--- config.mk ---
export PLATFORM = sky130hd
export DESIGN_NAME = regfile_sb
export DESIGN_NICKNAME = d
export VERILOG_FILES = /design/src/rtl/regfile_sb_pkg.sv /design/src/rtl/regfile_sb_sb_bits.sv /design/src/rtl/regfile_sb.sv
export SDC_FILE = /design/constraint.sdc
export NUM_CORES = 1
export LEC_CHECK = 0
export CAP_MARGIN = 25
export CORE_MARGIN = 2
export CORE_UTILIZATION = 30
export DETAILED_ROUTE_END_ITERATION = 12
export GPL_ROUTABILITY_DRIVEN = 1
export PLACE_DENSITY = 0.43
export REMOVE_ABC_BUFFERS = 1
export SLEW_MARGIN = 10
export SYNTH_ARGS = -nofsm -noshare
export SYNTH_HDL_FRONTEND = slang
export SYNTH_SLANG_ARGS = --single-unit
--- constraint.sdc ---
create_clock -name clk -period 5.5 [get_ports clk]
set_clock_uncertainty 0.05 [all_clocks]
set_input_delay 1.1 -clock clk [delete_from_list [all_inputs] [get_ports clk]]
set_output_delay 1.1 -clock clk [all_outputs]
set_load 0.05 [all_outputs]
--- src/rtl/regfile_sb_pkg.sv ---
// Shared sizing and lookup-port naming for the register file / scoreboard.
// The core, ID and WB stages import the same defaults so that register
// numbers and data words agree everywhere.
package regfile_sb_pkg;

  // Default geometry of the architectural register file.
  localparam int DEF_DATA_W = 32;
  localparam int DEF_NREG   = 16;
  localparam int DEF_NUM_W  = 4;

  // Bit positions of the three busy lookups reported to ID.
  typedef enum logic [1:0] {
    LU_R0 = 2'd0,  // source operand 0
    LU_R1 = 2'd1,  // source operand 1
    LU_W  = 2'd2   // destination being reserved
  } lookup_e;

  localparam int NUM_LOOKUPS = 3;

  // True when a writeback strobe targets register num this cycle.
  function automatic logic wb_hits(input logic                 wb_en,
                                   input logic [DEF_NUM_W-1:0] wb_num,
                                   input logic [DEF_NUM_W-1:0] num);
    return wb_en && (wb_num == num);
  endfunction

endpackage : regfile_sb_pkg

--- src/rtl/regfile_sb_sb_bits.sv ---
// Reservation-bit vector of the scoreboard: one bit per architectural
// register, set by ID when it issues a producer, cleared by WB when the
// result lands, and cleared wholesale on a pipeline flush. Also provides
// the "effective busy" lookups, which treat a register being written back
// this very cycle as already free (its value is bypassed to the reader).
module sb_bits
  import regfile_sb_pkg::*;
#(
  parameter int NREG  = DEF_NREG,
  parameter int NUM_W = DEF_NUM_W
) (
  input  logic             clk,
  input  logic             rst,
  // reserve side (ID)
  input  logic             set_en,
  input  logic [NUM_W-1:0] set_num,
  // release side (WB)
  input  logic             clr_en,
  input  logic [NUM_W-1:0] clr_num,
  // drop every reservation
  input  logic             flush,
  // busy lookups
  input  logic [NUM_W-1:0] r0_num,
  input  logic [NUM_W-1:0] r1_num,
  input  logic [NUM_W-1:0] w_num,
  output logic [NUM_LOOKUPS-1:0] busy,
  // raw reservation bit of the register WB is writing
  output logic             clr_rsv
);

  logic [NREG-1:0] rsv;
  logic [NREG-1:0] rsv_next;

  // Effective busy: reserved, unless WB is releasing that register right now.
  always_comb begin
    busy         = '0;
    busy[LU_R0]  = rsv[r0_num] && !(clr_en && (clr_num == r0_num));
    busy[LU_R1]  = rsv[r1_num] && !(clr_en && (clr_num == r1_num));
    busy[LU_W]   = rsv[w_num]  && !(clr_en && (clr_num == w_num));
    clr_rsv      = rsv[clr_num];
  end

  // Next reservation vector: flush clears all and swallows any new reserve;
  // otherwise release first, then reserve, so a same-register collision
  // leaves the new producer owning the register.
  always_comb begin
    // NOTE: every combinational output takes a full default first, so no
    // path through the block leaves it unassigned and no latch is inferred.
    rsv_next = rsv;
    if (flush) begin
      rsv_next = '0;
    end else begin
      if (clr_en) rsv_next[clr_num] = 1'b0;
      if (set_en) rsv_next[set_num] = 1'b1;
    end
  end

  // Reservation state register with synchronous reset.
  always_ff @(posedge clk) begin
    // NOTE: state is updated with non-blocking assignments so every flop
    // samples pre-edge values regardless of block evaluation order.
    if (rst) rsv <= '0;
    else     rsv <= rsv_next;
  end

endmodule : sb_bits

--- src/rtl/regfile_sb.sv ---
// Architectural register file with a per-register reservation scoreboard.
// ID reads two operands combinationally (with a bypass from the same-cycle
// WB write) and reserves its destination; WB writes the result and releases
// the reservation. A sticky err flags protocol violations: reserving a
// register that still has a producer in flight, or writing back a register
// nobody reserved. The write itself is performed even in the error cases.
module regfile_sb
  import regfile_sb_pkg::*;
#(
  parameter int DATA_W = DEF_DATA_W,
  parameter int NREG   = DEF_NREG,
  parameter int NUM_W  = DEF_NUM_W
) (
  input  logic              clk,
  input  logic              rst,
  input  logic [NUM_W-1:0]  r0_num,
  input  logic [NUM_W-1:0]  r1_num,
  output logic [DATA_W-1:0] r0_data,
  output logic [DATA_W-1:0] r1_data,
  input  logic              w_reserve,
  input  logic [NUM_W-1:0]  w_num,
  output logic [2:0]        reserved,
  input  logic              wb,
  input  logic [NUM_W-1:0]  wbr_num,
  input  logic [DATA_W-1:0] wb_data,
  input  logic              flush,
  output logic              err
);

  logic [DATA_W-1:0]      regs [NREG];
  logic [NUM_LOOKUPS-1:0] busy;
  logic                   wb_rsv;
  logic                   waw_err;
  logic                   unrsv_err;

  sb_bits #(
    .NREG  (NREG),
    .NUM_W (NUM_W)
  ) u_sb_bits (
    .clk     (clk),
    .rst     (rst),
    .set_en  (w_reserve),
    .set_num (w_num),
    .clr_en  (wb),
    .clr_num (wbr_num),
    .flush   (flush),
    .r0_num  (r0_num),
    .r1_num  (r1_num),
    .w_num   (w_num),
    .busy    (busy),
    .clr_rsv (wb_rsv)
  );

  assign reserved = busy;

  // Operand reads with WB bypass so a same-cycle writeback is seen at once.
  always_comb begin
    r0_data = regs[r0_num];
    r1_data = regs[r1_num];
    if (wb && (wbr_num == r0_num)) r0_data = wb_data;
    if (wb && (wbr_num == r1_num)) r1_data = wb_data;
  end

  // Protocol checks: WAW reserve of an in-flight register, or a writeback
  // to a register with no reservation (a flush legitimately orphans those).
  always_comb begin
    waw_err   = w_reserve && busy[LU_W];
    unrsv_err = wb && !wb_rsv && !flush;
  end

  // Register array: reset clears every entry, WB writes one per cycle.
  always_ff @(posedge clk) begin
    // NOTE: the array is reset on purpose -- architectural registers must
    // read 0 after reset, so this stays a flop array rather than a RAM.
    if (rst) begin
      for (int i = 0; i < NREG; i++) regs[i] <= '0;
    end else if (wb) begin
      regs[wbr_num] <= wb_data;
    end
  end

  // Sticky error flag, cleared only by reset.
  always_ff @(posedge clk) begin
    if (rst)                        err <= 1'b0;
    else if (waw_err || unrsv_err)  err <= 1'b1;
  end

endmodule : regfile_sb

# Yosys cells after proc, flatten, opt, wreduce, memory -nomap -nowiden
# Memory sizes are Yosys's and may differ from the RTL's.
# Cells that the tools add are included.
# Widths: inputs -> output; s select.
op_classes:
  order_cmp: 6
  eq_ne: 3
  mux: 25
  bitwise: 3
  reduce_logical: 19
op_table:
  columns: ["cell", "n"]
  rows:
  - ["$mux 32", 3]
  - ["$mux 16", 3]
  - ["$reduce_or 32->1", 1]
  - ["$lt 4x5->1 const B", 4]
  - ["$and 16x16->16", 1]
  - ["$bmux 1 s4", 4]
  - ["$not 16->16", 1]
  - ["$or 16x16->16", 1]
  - ["$eq 4x4->1", 3]
  - ["$mux 1", 12]
  - ["$logic_and 1x1->1", 11]
  - ["$demux 1 s4", 2]
  - ["$ge 4x1->1 const B", 2]
  - ["$logic_not 1->1", 5]
  - ["$mux 4", 1]
  - ["$reduce_or 2->1", 1]
  - ["$logic_or 1x1->1", 1]
word_totals:
  ff_bits: 17
  ram_bits: 512
  in_bits: 53
  memories: 1
mem_list:
  columns: ["name", "words", "word_bits", "rd", "rd_clocked_by_memory_dff", "write_ports", "line_no", "source"]
  rows:
  - ["regs", 16, 32, 2, 0, 16, "regfile_sb.sv:30", "logic [DATA_W-1:0] regs [NREG];"]

# Depth between registers and ports, before layout
# Gate-level depths: netlist of the first run.
logic_depth:
  depth_word: 10
  ltp_mapped: 7
  depth_no_buf: 5

# Hierarchy
# Synthesis of the first run repeated with hierarchy kept, for this count alone.
hier_totals:
  cells_unflattened: 1905
  hier_area_um2: 28710.0
modules_own_cells:
  columns: ["mod", "instances", "cells_each", "area_per_inst_um2", "seq_area_each_um2"]
  rows:
  - ["regfile_sb", 1, 1771, 27385.0, 15394.8]
  - ["sb_bits", 1, 134, 1325.0, 320.3]

# Worst setup path after synthesis of the first run
# OpenSTA, ideal clock, no wires.
synth_path:
  path_kind: "input -> output"
  from: "input r0_num[1]"
  to: "output r0_data[0]"
  arrival_ps: 3035
  slack_ps: 1315
  path_stages: 6
  path_buffers: 3
  path_cell_list: "clkbuf_1 > buf_2 > clkbuf_1 > mux4_2 > mux4_2 > mux2_2"
synth_via:
  elab_chain_len: 3
  word_cells_on_any_way: 4
  classes_between: "1 x eq/ne; 1 x mux; 1 x reduce/logical; 1 x memory"
synth_lines:
  columns: ["element", "line_no", "source"]
  rows:
  - ["from (decl)", "regfile_sb.sv:16", "input logic [NUM_W-1:0] r0_num,"]
  - ["parallel branches: the longest is 2 deep, another holds $mem_v2 16x32", null, null]
  - ["$mux 32 (*)", "regfile_sb.sv:60", "if (wb && (wbr_num == r0_num)) r0_data = wb_data;"]
  - ["to (decl)", "regfile_sb.sv:18", "output logic [DATA_W-1:0] r0_data,"]
# Mark *: on every way between the ends.

# Final worst setup path of the first run
layout_path:
  from: "input w_num[0]"
  to: "output reserved[2]"
layout_via:
  elab_chain_len: 4
  word_cells_on_any_way: 6
  classes_between: "1 x eq/ne; 2 x mux; 3 x reduce/logical"
layout_lines:
  columns: ["element", "line_no", "source"]
  rows:
  - ["from (decl)", "regfile_sb.sv:21", "input logic [NUM_W-1:0] w_num,"]
  - ["parallel branches: the longest is 3 deep, another holds $bmux 1 s4", null, null]
  - ["$logic_and 1x1->1 (*)", "regfile_sb_sb_bits.sv:39", "busy[LU_W] = rsv[w_num] && !(clr_en && (clr_num == w_num));"]
  - ["to (decl)", "regfile_sb.sv:22", "output logic [2:0] reserved,"]
# Mark *: on every way between the ends. The select of a mux whose other input is x is not followed.

==> results of run 1 <==
-- synth_stat cells, drive strengths merged, types with 2 or more instances --
cell type / n
xor2: 5
buf: 43
dfxtp: 17
mux2: 64
nand3: 12
nor3: 11
nor2b: 6
o21ai: 7
nor2: 25
nand2: 19
mux2i: 4
nand2b: 15
or2: 2
xnor2: 7
a22oi: 9
edfxtp: 512
clkbuf: 135
nor3b: 2
and2: 513
mux4: 336
a21oi: 8
o21bai: 7
-- per-layer routing --
| metal | vias to the layer above | track usage, % |
|---|---|---|
| met5 | - | 0 |
| met4 | 0 | 4.07 |
| met3 | 110 | 2.35 |
| met2 | 509 | 34.1 |
| met1 | 9200 | 29.0 |
| li1 | 7041 | - |
-- kinds of logic (layout without fill, tap and decap cells) --
family	count (synthesis)	count (layout)	share of synthesized area [%]
xor gates and xnor gates	12	12	0.364
DFF	529	529	54.4
muxes	404	404	28.8
buffers and inverters	179	305	2.83
other	0	2	0
AOI/OAI and AO/OA	34	34	0.758
and+or+nand+nor	609	609	12.8
-- registers in the layout (all words and copies together), names as in the netlist --
signal / cells
u_sb_bits.rsv: 16
regs: 512
err: 1
-- placed cells by master (no fill, tap or decap), types with 9 or more instances in the layout --
cell type,Yosys,layout
a22oi_1,9,9
mux2_2,64,64
nor2_4,0,10
buf_12,0,17
edfxtp_1,512,512
buf_4,0,125
nor2_1,25,15
nand2_1,19,19
dfxtp_1,17,17
clkinv_1,1,17
clkbuf_16,0,61
and2_1,513,513
nand2b_2,0,9
nand3_1,12,12
clkbuf_1,135,15
clkdlybuf4s50_1,0,48
mux4_2,336,336
-- how the worst max path moves through the flow --
stage                   start           to  slack (ns)  depth (start not counted)
global route         w_num[0]  reserved[2]        0.66                          6
detailed placement  r1_num[0]   r1_data[5]        0.78                          6
global placement     w_num[0]  reserved[2]        0.74                          6
floorplan                  wb  reserved[0]        1.15                          3
CTS                  w_num[0]  reserved[2]        0.78                          6
finish               w_num[0]  reserved[2]        0.79                          6
-- layout make-up --
class                           instances  area [um2]  share of cell area, %
Clock buffer                           76        1580                   4.73
Multi-Input combinational cell       1059       12600                   37.5
Tap cell                             1265        1580                   4.73
Inverter                                1        3.75                 0.0112
Clock inverter                         32         210                  0.628
Antenna cell                            2        5.00                 0.0149
Sequential cell                       529       15700                   46.9
Timing Repair Buffer                  196        1820                   5.44
-- power by group through the flow --
| stage | Combinational, mW | Clock, mW | Sequential (mW) |
|---|---|---|---|
| after floorplan | 0.986 | 0 | 4.81 |
| after global placement | 1.73 | 0 | 4.83 |
| after detailed placement | 1.73 | 0 | 4.85 |
| after CTS | 1.74 | 3.90 | 4.77 |
| after global routing | 1.79 | 4.05 | 4.79 |
| final | 1.70 | 3.81 | 4.77 |
-- worst max-delay path, cell delays in order --
cell,delay [ns]
clkdlybuf4s50_1,0.73
mux4_2,0.56
a22oi_1,0.20
nand3_1,0.12
and2_1,0.15
clkdlybuf4s50_1,0.69
==> flow_metrics.tcl, run 1 <==
set metrics [dict create \
    synth-async-reset-ratio_pct 0 \
    dpl_worst_slack_ns 0.783 \
    post-route-period-util_pct 85.6 \
    fp.dieArea_um2 98700 \
    timing.setup.tns_ns 0 \
    layout_setup_ws_ns 0.792 \
    ys_seq_area_share_pct 54.4 \
    drive_gt1_share_pct 34.9 \
    clkSlewWorstSetupHoldPaths_ns 0.06 \
    p_comb_share_pct 16.6 \
    portBuffers 120 \
    synth_seq_cells 529 \
    synth.distinct_cells 33 \
    holdPathEnd "err" \
    routed.top_layer "met4" \
    n_fill_cell 8969 \
    syn_to_final_growth_pct 16.0 \
    grt_usage_pct 20.5 \
    drtIter0Drc 1559 \
    placed_cell_area_um2 31700 \
    final_antenna_net_count 0 \
    grt_overflow 0 \
    setup_viol 0 \
    rows 113 \
    synth-edff-count 512 \
    antenna_found_initial 11 \
    coreArea_um2 95200 \
    power.leakage_nw 11.1 \
    design.portCount 121 \
    wl_met3_um 4950 \
    cp_max_fo 9 \
    critPathRequiredTime_ns 4.35 \
    netlist_area_um2 28900 \
    reg2reg_from "u_sb_bits.rsv[3]" \
    syn_inst 1767 \
    min_from "err" \
    slew_viol_final 0 \
    hpwl_um 58100 \
    r2r_setup_slack_ns 4.02 \
    syn_area_per_cell_um2 16.3 \
    die_x_um 314 \
    final_util_pct 35.2 \
    hold_slack_ns 0.482 \
    initial_core_util_pct 30.3 \
    grt_pass1_vias 18000 \
    total_power_mw 10.3 \
    crit_type "input pin to output port" \
    maxSlewHeadroom_pct 43.2 \
    vias 16900 \
    hold_path_depth 2 \
    worstPathArrival_ns 3.56 \
    dr.pass1.iters 5 \
    numCtsBuffers 60 \
    fin_nets 1900 \
    yosys_warnings 0 \
    die_height_um 314 \
    cts_tree "yes" \
    powerDensity_nw_per_um2 307 \
    p_switching_mw 2.80 \
    p_clk_share_pct 37.0 \
    gp_congestion 0.763 \
    r2r-end "err" \
    grt_max_degree 58 \
    drc 0 \
    clk_latency_ns 0.62 \
    min_period_ns 4.71 \
    switching_share_pct 27.2 \
    ys.flop_type "edfxtp_1" \
    rsz0062_at_grt "false" \
    drv_cap 0 \
    synth_top_cell_area_share_pct 53.3 \
    worst-r2r-cell-count 5 \
    postRouteWirelength_um 100000 \
    hold_viol 0 \
    fmax_ghz 0.212 \
    wl_per_cell_um 31.8 \
    hold_buffers 0 \
    cts_sinks 529 \
    vdd_ir_drop_max_mv 0.277 \
    p_int_mw 7.48 \
    start_kind "input pin" \
    tightest_slew_ns 0.851 \
    yosys.area.top_type "edfxtp_1" \
    hold_path.class "register to register" \
    endpoint_kind "output port" \
    ctsResizeCount 0 \
    status "complete, no violations" \
    grt_first_pass_wirelength_um 142000 \
    design_area_um2 33500 \
    dp.cells 3050 \
    postCtsSetupRepairBufs 0 \
    cts-root-buf "clkbuf_16" \
    cts_max_level 2 \
    met1_length_um 44500 \
    wl_met2_um 49200 \
    cts_buffer_depth 3 \
    instances_no_fill 3160 \
    p_seq_share_pct 46.4 \
    vias_per_cell 5.34 \
    yosys-top-cells-area "edfxtp_1, mux4_2, and2_1, mux2_2, clkbuf_1" \
]
Note: power is estimated with default switching activity, not from simulation.
==> inputs of run 2 (changes only) <==
- CAP_MARGIN: 25 -> 20
==> results of run 2 <==
The final DEF is identical to that of run 1; final timing and power are the same.
